===== src/rtl/hamming_serial_decoder.sv =====
// Bit-serial Hamming(16,11) SECDED receiver: accumulates syndrome and
// overall parity per bit, then holds the corrected frame for handshake.
//
// Ports:
//   clk, rst_n           clock, synchronous active-low reset
//   bit_in, bit_valid    serial codeword bit and its qualifier
//   sync_in              marks an accepted bit as position 0
//   in_ready             decoder can accept a bit (RECV state)
//   out_valid, out_ready result handshake (HOLD state)
//   codeword_out         received codeword with single error inverted
//   data_out             data bits from positions 3,5,6,7,9..15
//   syndrome             XOR of indices of received 1-bits
//   corrected            single error corrected
//   double_err           uncorrectable double error detected
module hamming_serial_decoder (
    input  logic        clk,
    input  logic        rst_n,
    input  logic        bit_in,
    input  logic        bit_valid,
    input  logic        sync_in,
    output logic        in_ready,
    output logic        out_valid,
    input  logic        out_ready,
    output logic [15:0] codeword_out,
    output logic [10:0] data_out,
    output logic [3:0]  syndrome,
    output logic        corrected,
    output logic        double_err
);

    typedef enum logic {RECV, HOLD} state_t;

    state_t      state;
    logic [3:0]  idx;
    logic [3:0]  syn_acc;
    logic        par_acc;
    logic [15:0] shift_reg;

    logic        accept;
    logic [3:0]  pos;
    logic [3:0]  syn_fin;
    logic        par_fin;
    logic        last;
    logic [15:0] raw;
    logic [15:0] flip;
    logic [15:0] fixed;

    // sync_in restarts the frame: this bit is position 0 and the
    // accumulators see only this bit.
    always_comb begin
        accept  = bit_valid && (state == RECV);
        pos     = sync_in ? 4'd0 : idx;
        syn_fin = (sync_in ? 4'd0 : syn_acc) ^ (bit_in ? pos : 4'd0);
        par_fin = (sync_in ? 1'b0 : par_acc) ^ bit_in;
        last    = (pos == 4'd15);
        raw     = {bit_in, shift_reg[14:0]};
        flip    = par_fin ? (16'h0001 << syn_fin) : 16'h0000;
        fixed   = raw ^ flip;
    end

    always_ff @(posedge clk) begin
        if (!rst_n) begin
            state        <= RECV;
            idx          <= 4'd0;
            syn_acc      <= 4'd0;
            par_acc      <= 1'b0;
            shift_reg    <= 16'h0000;
            in_ready     <= 1'b1;
            out_valid    <= 1'b0;
            codeword_out <= 16'h0000;
            data_out     <= 11'h000;
            syndrome     <= 4'd0;
            corrected    <= 1'b0;
            double_err   <= 1'b0;
        end else begin
            unique case (state)
                RECV: begin
                    if (accept) begin
                        shift_reg[pos] <= bit_in;
                        if (last) begin
                            codeword_out <= fixed;
                            data_out     <= {fixed[15:9], fixed[7:5], fixed[3]};
                            syndrome     <= syn_fin;
                            corrected    <= par_fin;
                            double_err   <= (syn_fin != 4'd0) && !par_fin;
                            idx          <= 4'd0;
                            syn_acc      <= 4'd0;
                            par_acc      <= 1'b0;
                            state        <= HOLD;
                            in_ready     <= 1'b0;
                            out_valid    <= 1'b1;
                        end else begin
                            idx     <= pos + 4'd1;
                            syn_acc <= syn_fin;
                            par_acc <= par_fin;
                        end
                    end
                end
                HOLD: begin
                    if (out_ready) begin
                        state     <= RECV;
                        in_ready  <= 1'b1;
                        out_valid <= 1'b0;
                    end
                end
                default: state <= RECV;
            endcase
        end
    end

endmodule


===== config.mk =====
export PLATFORM = sky130hd
export DESIGN_NAME = hamming_serial_decoder
export DESIGN_NICKNAME = d
export VERILOG_FILES = /design/src/rtl/hamming_serial_decoder.sv
export SDC_FILE = /design/constraint.sdc
export NUM_CORES = 1
export LEC_CHECK = 0
export CAP_MARGIN = 30
export CORE_ASPECT_RATIO = 1.5
export CORE_MARGIN = 2
export CORE_UTILIZATION = 30
export CTS_CLUSTER_DIAMETER = 40
export DETAILED_ROUTE_END_ITERATION = 12
export SLEW_MARGIN = 10
export SYNTH_ARGS = -nofsm -noshare
export SYNTH_HDL_FRONTEND = slang
export SYNTH_SLANG_ARGS = --single-unit
export TNS_END_PERCENT = 1

===== constraint.sdc =====
create_clock -name clk -period 7.4 [get_ports clk]
set_input_delay 2.22 -clock clk [delete_from_list [all_inputs] [get_ports clk]]
set_output_delay 2.22 -clock clk [all_outputs]
set_load 0.1 [all_outputs]

Word-level counts from Yosys, hierarchy flattened

Index checks and enable logic that the tools add are counted.

Add/subtract/negate cells: 1
Multiply operators: 0
Divide/modulo/power cells: 0
$lt $le $gt $ge: 2
Equality and inequality tests: 4
Shift operators: 1
Mux-type cells: 23
Bitwise operators: 4
Reductions and logical operators: 8

Operators by type and width:

| operator                                             | count |
|---|---|
| two-way mux 4 bit                                    | 5 |
| bitwise mux 16 bit                                   | 1 |
| two-way mux 16 bit                                   | 1 |
| left shift 1 x 4 -> 16 bit (first input constant)    | 1 |
| bitwise XOR 16 bit                                   | 1 |
| two-way mux 1 bit                                    | 12 |
| inequality test 2 bit (second input constant)        | 3 |
| case mux 1 bit (2 select lines)                      | 3 |
| AND reduction 3 bit                                  | 2 |
| < comparator 4 x 5 -> 1 bit (second input constant)  | 1 |
| adder 4 x 1 -> 4 bit (second input constant)         | 1 |
| demux 1 bit (select 4 bit)                           | 1 |
| == test 4 bit (second input constant)                | 1 |
| >= comparator 4 x 1 -> 1 bit (second input constant) | 1 |
| nonzero test 4 bit                                   | 1 |
| bitwise XOR 4 bit                                    | 1 |
| logical AND 1 bit                                    | 3 |
| AND reduction 2 bit                                  | 1 |
| zero test 1 bit                                      | 1 |
| NOT 1 bit                                            | 1 |
| bitwise XOR 1 bit                                    | 1 |

Register bits after elaboration: 61
Latch bits: 0
Memory bits (writable): 0
ROM bits: 0
Output and inout port bits: 35
Memories: 0

Depth between registers and ports, before layout

Word-level depth: 6
Mapped depth: 10
Gate-level depth less buffers: 6

Least setup slack after synthesis

No wires, ideal clock.

Kind: in2reg
Start: input sync_in
End: register codeword_out[15]
Library setup time: 0.130 ns
Arrival: 3.808 ns
Required time: 7.270 ns
Path slack: 3.462 ns
Stages: 9
Path through: buf_2 -> clkbuf_1 -> nor2b_1 -> ha_1 -> clkbuf_1 -> nand3_2 -> mux2_1 -> o41ai_1 -> a21boi_1

Word-level cells in the longest chain between the ends: 6
Elaborated cells on any way between the ends: 11

Ends and longest elaborated chain:

| item                       | line | source |
|---|---|---|
| start, declared            | 20   | `input logic sync_in,` |
| two-way mux 4 bit          | 52   | `pos = sync_in ? 4'd0 : idx;` |
| two-way mux 4 bit          | 53   | `syn_fin = (sync_in ? 4'd0 : syn_acc) ^ (bit_in ? pos : 4'd0);` |
| bitwise XOR 4 bit          | 53   |  |
| left shift 1 x 4 -> 16 bit | 57   | `flip = par_fin ? (16'h0001 << syn_fin) : 16'h0000;` |
| two-way mux 16 bit         | 57   |  |
| bitwise XOR 16 bit         | 58   | `fixed = raw ^ flip;` |
| end signal, assigned       | 81   | `codeword_out <= fixed;` |
| end, declared              | 24   | `output logic [15:0] codeword_out,` |

Parallel ways exist; a longest one is shown, timed or not.
A chain may end at the register's enable or synchronous reset.

Worst setup path in the final report

Ends and elaborated chain as after synthesis.

==> metrics.md <==
| Metric | Value |
|---|---|
| Critical-path top delay cell | `clkdlybuf4s50_1` |
| M3 GR Usage | `2.37%` |
| Synth Cell Area | `~2800 um^2` |
| Die W | `about 83 um` |
| Clk slew on worst S/H paths | `approximately 70 ps` |
| Worst-Skew Late Latency | `290 ps` |
| Req. time, crit path | `approximately 7600 ps` |
| Max-slew violation count | `0` |
| Synthesized area per cell | `roughly 8.8 um^2` |
| Crit path buffers/inverters | `2` |
| CTS tree | `done` |
| Worst r2r src | `idx[0]` |
| Post-synthesis net count | `325` |
| Synth unique cells | `48` |
| CTS buffer count | `5` |
| Dominant synthesized flop cell | `dfxtp_1` |
| Layout cells sized above 1 | `~6.7%` |
| Hold Crit Start | `syndrome[1]` |
| Grt ovf | `0` |
| Outcome | `finished, final reports clean` |
| Hold Vio Cnt, Final | `0` |
| Crit. End Element | `flip-flop` |
| Chip height | `between 100 and 150 um` |
| M1 GR Usage | `~18%` |
| Via Count | `~2.2k` |
| Die Area | `roughly 10000 um^2` |
| Total Wirelength | `6380 um` |
| Post-synth EDFFs | `0` |
| DRT iter0 DRCs | `95` |
| Max FFs per register | `16` |
| Setup bufs post-CTS | `0` |
| Register area share after synthesis | `a little over a third` |
| Cells after synthesis | `roughly 320` |
| Initial antenna violation count | `0` |
| Setup WS pre-CTS | `roughly 2600 ps` |
| CP Launch Point | `sync_in` |
| Slew at the pin closest to its max-slew limit | `just under 1000 ps` |
| Overall Power | `around 0.53 mW` |
| Final instance area | `roughly 3300 um^2` |
| CTS Buffer Depth | `2` |
| CTS sink cnt | `49` |
| Total Routing Usage GR | `13.8%` |
| Crit-path cells | `clkdlybuf4s50_1 > nor2b_1 > ha_1 > and3_1 > buf_8 > nand4b_1 > a21boi_1` |
| Maximum clock frequency | `roughly 0.22 GHz` |
| Starting Density | `a little under a third` |
| Ys Warns | `0` |
| CTS root buffer | `clkbuf_16` |
| FP Rows | `43` |
| Max stage delay on crit path | `between 700 and 800 ps` |
| Crit path launch type | `primary input` |
| Largest net degree at the start of global routing | `50` |
| Post-route minimum period | `about 4600 ps` |
| Max-slew headroom | `about a third` |
| CTS resizes | `0` |
| Placed inst area | `a little over 3000 um^2` |
| Worst Hold Class | `reg2reg` |
| H-tree levels | `2` |
| Yosys reg bits | `49` |
| Met2 track demand over resource | `between 20% and 30%` |
| Final core utilization | `between 30% and 40%` |
| Fill count | `~960` |
| Initial DRT Pass Iterations | `4` |
| Port Buffers | `40` |
| Global-route wire length before repair | `between 10000 and 15000 um` |
| Kind of critical path | `in2reg` |
| TNS Setup | `0 ps` |
| RSZ-0062 raised after global routing | `false` |
| CP Max Fanout | `22` |
| Fin nets | `around 340` |
| ANT cells | `0` |
| Per-cell routed wire length | `about 14 um` |
| Critical Path AT | `4780 ps` |
| GPL Wtd Cong | `between 0.7 and 0.8` |
| Largest delay share family, worst path | `simple AND/OR/NAND/NOR gates` |
| Ports | `41` |
| Hold buffers post-CTS | `0` |
| Area grow syn2layout | `17.7%` |
| DRC viols | `0` |
| ANT nets after route | `0` |
| GRT busiest layer | `met2` |
| Number of max-cap violations | `0` |
| Worst-case clock skew | `5.07 ps` |
| Final setup vio count | `0` |
| Vias per cell | `~5` |
| Max VDD drop | `~81 uV` |
| Core Region | `about 9000 um^2` |
| Final WS setup | `2850 ps` |
| Share of synthesized registers carrying an async set or reset | `0%` |
| Leak | `around 1.1 nW` |
| PD cells | `about 160 nW/um^2` |
| DP Wirelength | `about 4500 um` |
| Fin crit share | `61.5%` |
| Vias in the first global route | `2154` |
-- Yosys cell counts, types with 5 or more instances --
| cell type | number | share of area (%) |
|---|---|---|
| a211oi_1 | 13 | 3.5 |
| a21boi_0 | 6 | 1.6 |
| a21boi_1 | 6 | 1.6 |
| a21oi_1 | 18 | 3.2 |
| a22oi_1 | 6 | 1.6 |
| buf_2 | 9 | 1.6 |
| buf_4 | 14 | 3.8 |
| clkbuf_1 | 11 | 1.5 |
| dfxtp_1 | 49 | 35 |
| mux2i_1 | 15 | 5.4 |
| nand2_1 | 22 | 3.0 |
| nand2b_1 | 5 | 1.1 |
| nand3_1 | 19 | 3.4 |
| nor2_1 | 5 | 0.68 |
| nor2b_1 | 28 | 6.3 |
| o21ai_0 | 20 | 3.6 |
| xnor2_1 | 21 | 6.6 |
-- worst min-delay path: stages (launching register included) --
cell and delay (ps):
dfxtp_1 310, nand2_1 60, a21boi_1 50
-- cells in the final DEF, fill, tap and decap left out, types with 4 or more instances in the layout --
cell type and instances:
nand2_1 22, nand2b_1 5, nor2b_1 27, a21boi_1 6, dfxtp_1 49, ha_1 4
mux2i_1 15, nor2_1 5, a22oi_1 6, o21ai_0 20, a21boi_0 6, a211oi_1 13
nand3_1 19, clkdlybuf4s50_1 40, clkbuf_16 5, a21oi_1 18, xnor2_1 21
-- power by group --
group / internal (mW) / switching [mW]
combinational: 0.0138 / 0.0207
clock: 0.126 / 0.103
sequential: 0.265 / 0.00297
-- logic make-up after synthesis --
logic type                 synth area share (%)
and+or+nand+nor                            19.6
adders and majority gates                  1.80
buffers and inverters                      8.65
xor gates and xnor gates                   7.52
AOI/OAI and AO/OA                          21.3
muxes                                      5.81
DFF                                        35.3
-- cell type report --
type | instances | area, um^2 | share of cell area [%]
clock buffers | 5 | 125 | 3.83
clock inverters | 3 | 22.5 | 0.689
inverters | 3 | 11.3 | 0.344
multi-input cells | 225 | 1560 | 47.7
flip-flops and latches | 49 | 981 | 30.0
well taps | 112 | 140 | 4.29
repair buffers | 43 | 430 | 13.2
-- routing by layer --
metal	up-vias	routed length, um	share of wire (%)
met5	-	0	0
met4	0	163	2.6
met3	11	260	4.1
met2	56	3140	49
met1	1043	2810	44
li1	1117	-	-
-- stage by stage --
step           std cells  hold slack (ps)
2_1_floorplan        315              477
3_3_place_gp         431              449
3_5_place_dp         432              453
4_1_cts              440              462
5_1_grt              440              481
6_report             440              462
-- path summary, 6_finish.rpt --
kind,to,slack (ps),cells past startpoint
hold / removal,syndrome[1],460,2
hold reg to reg,syndrome[1],460,2
setup / recovery,codeword_out[15],2850,7
setup reg to reg,codeword_out[15],5060,6
Power figures use the tool's default switching activity.
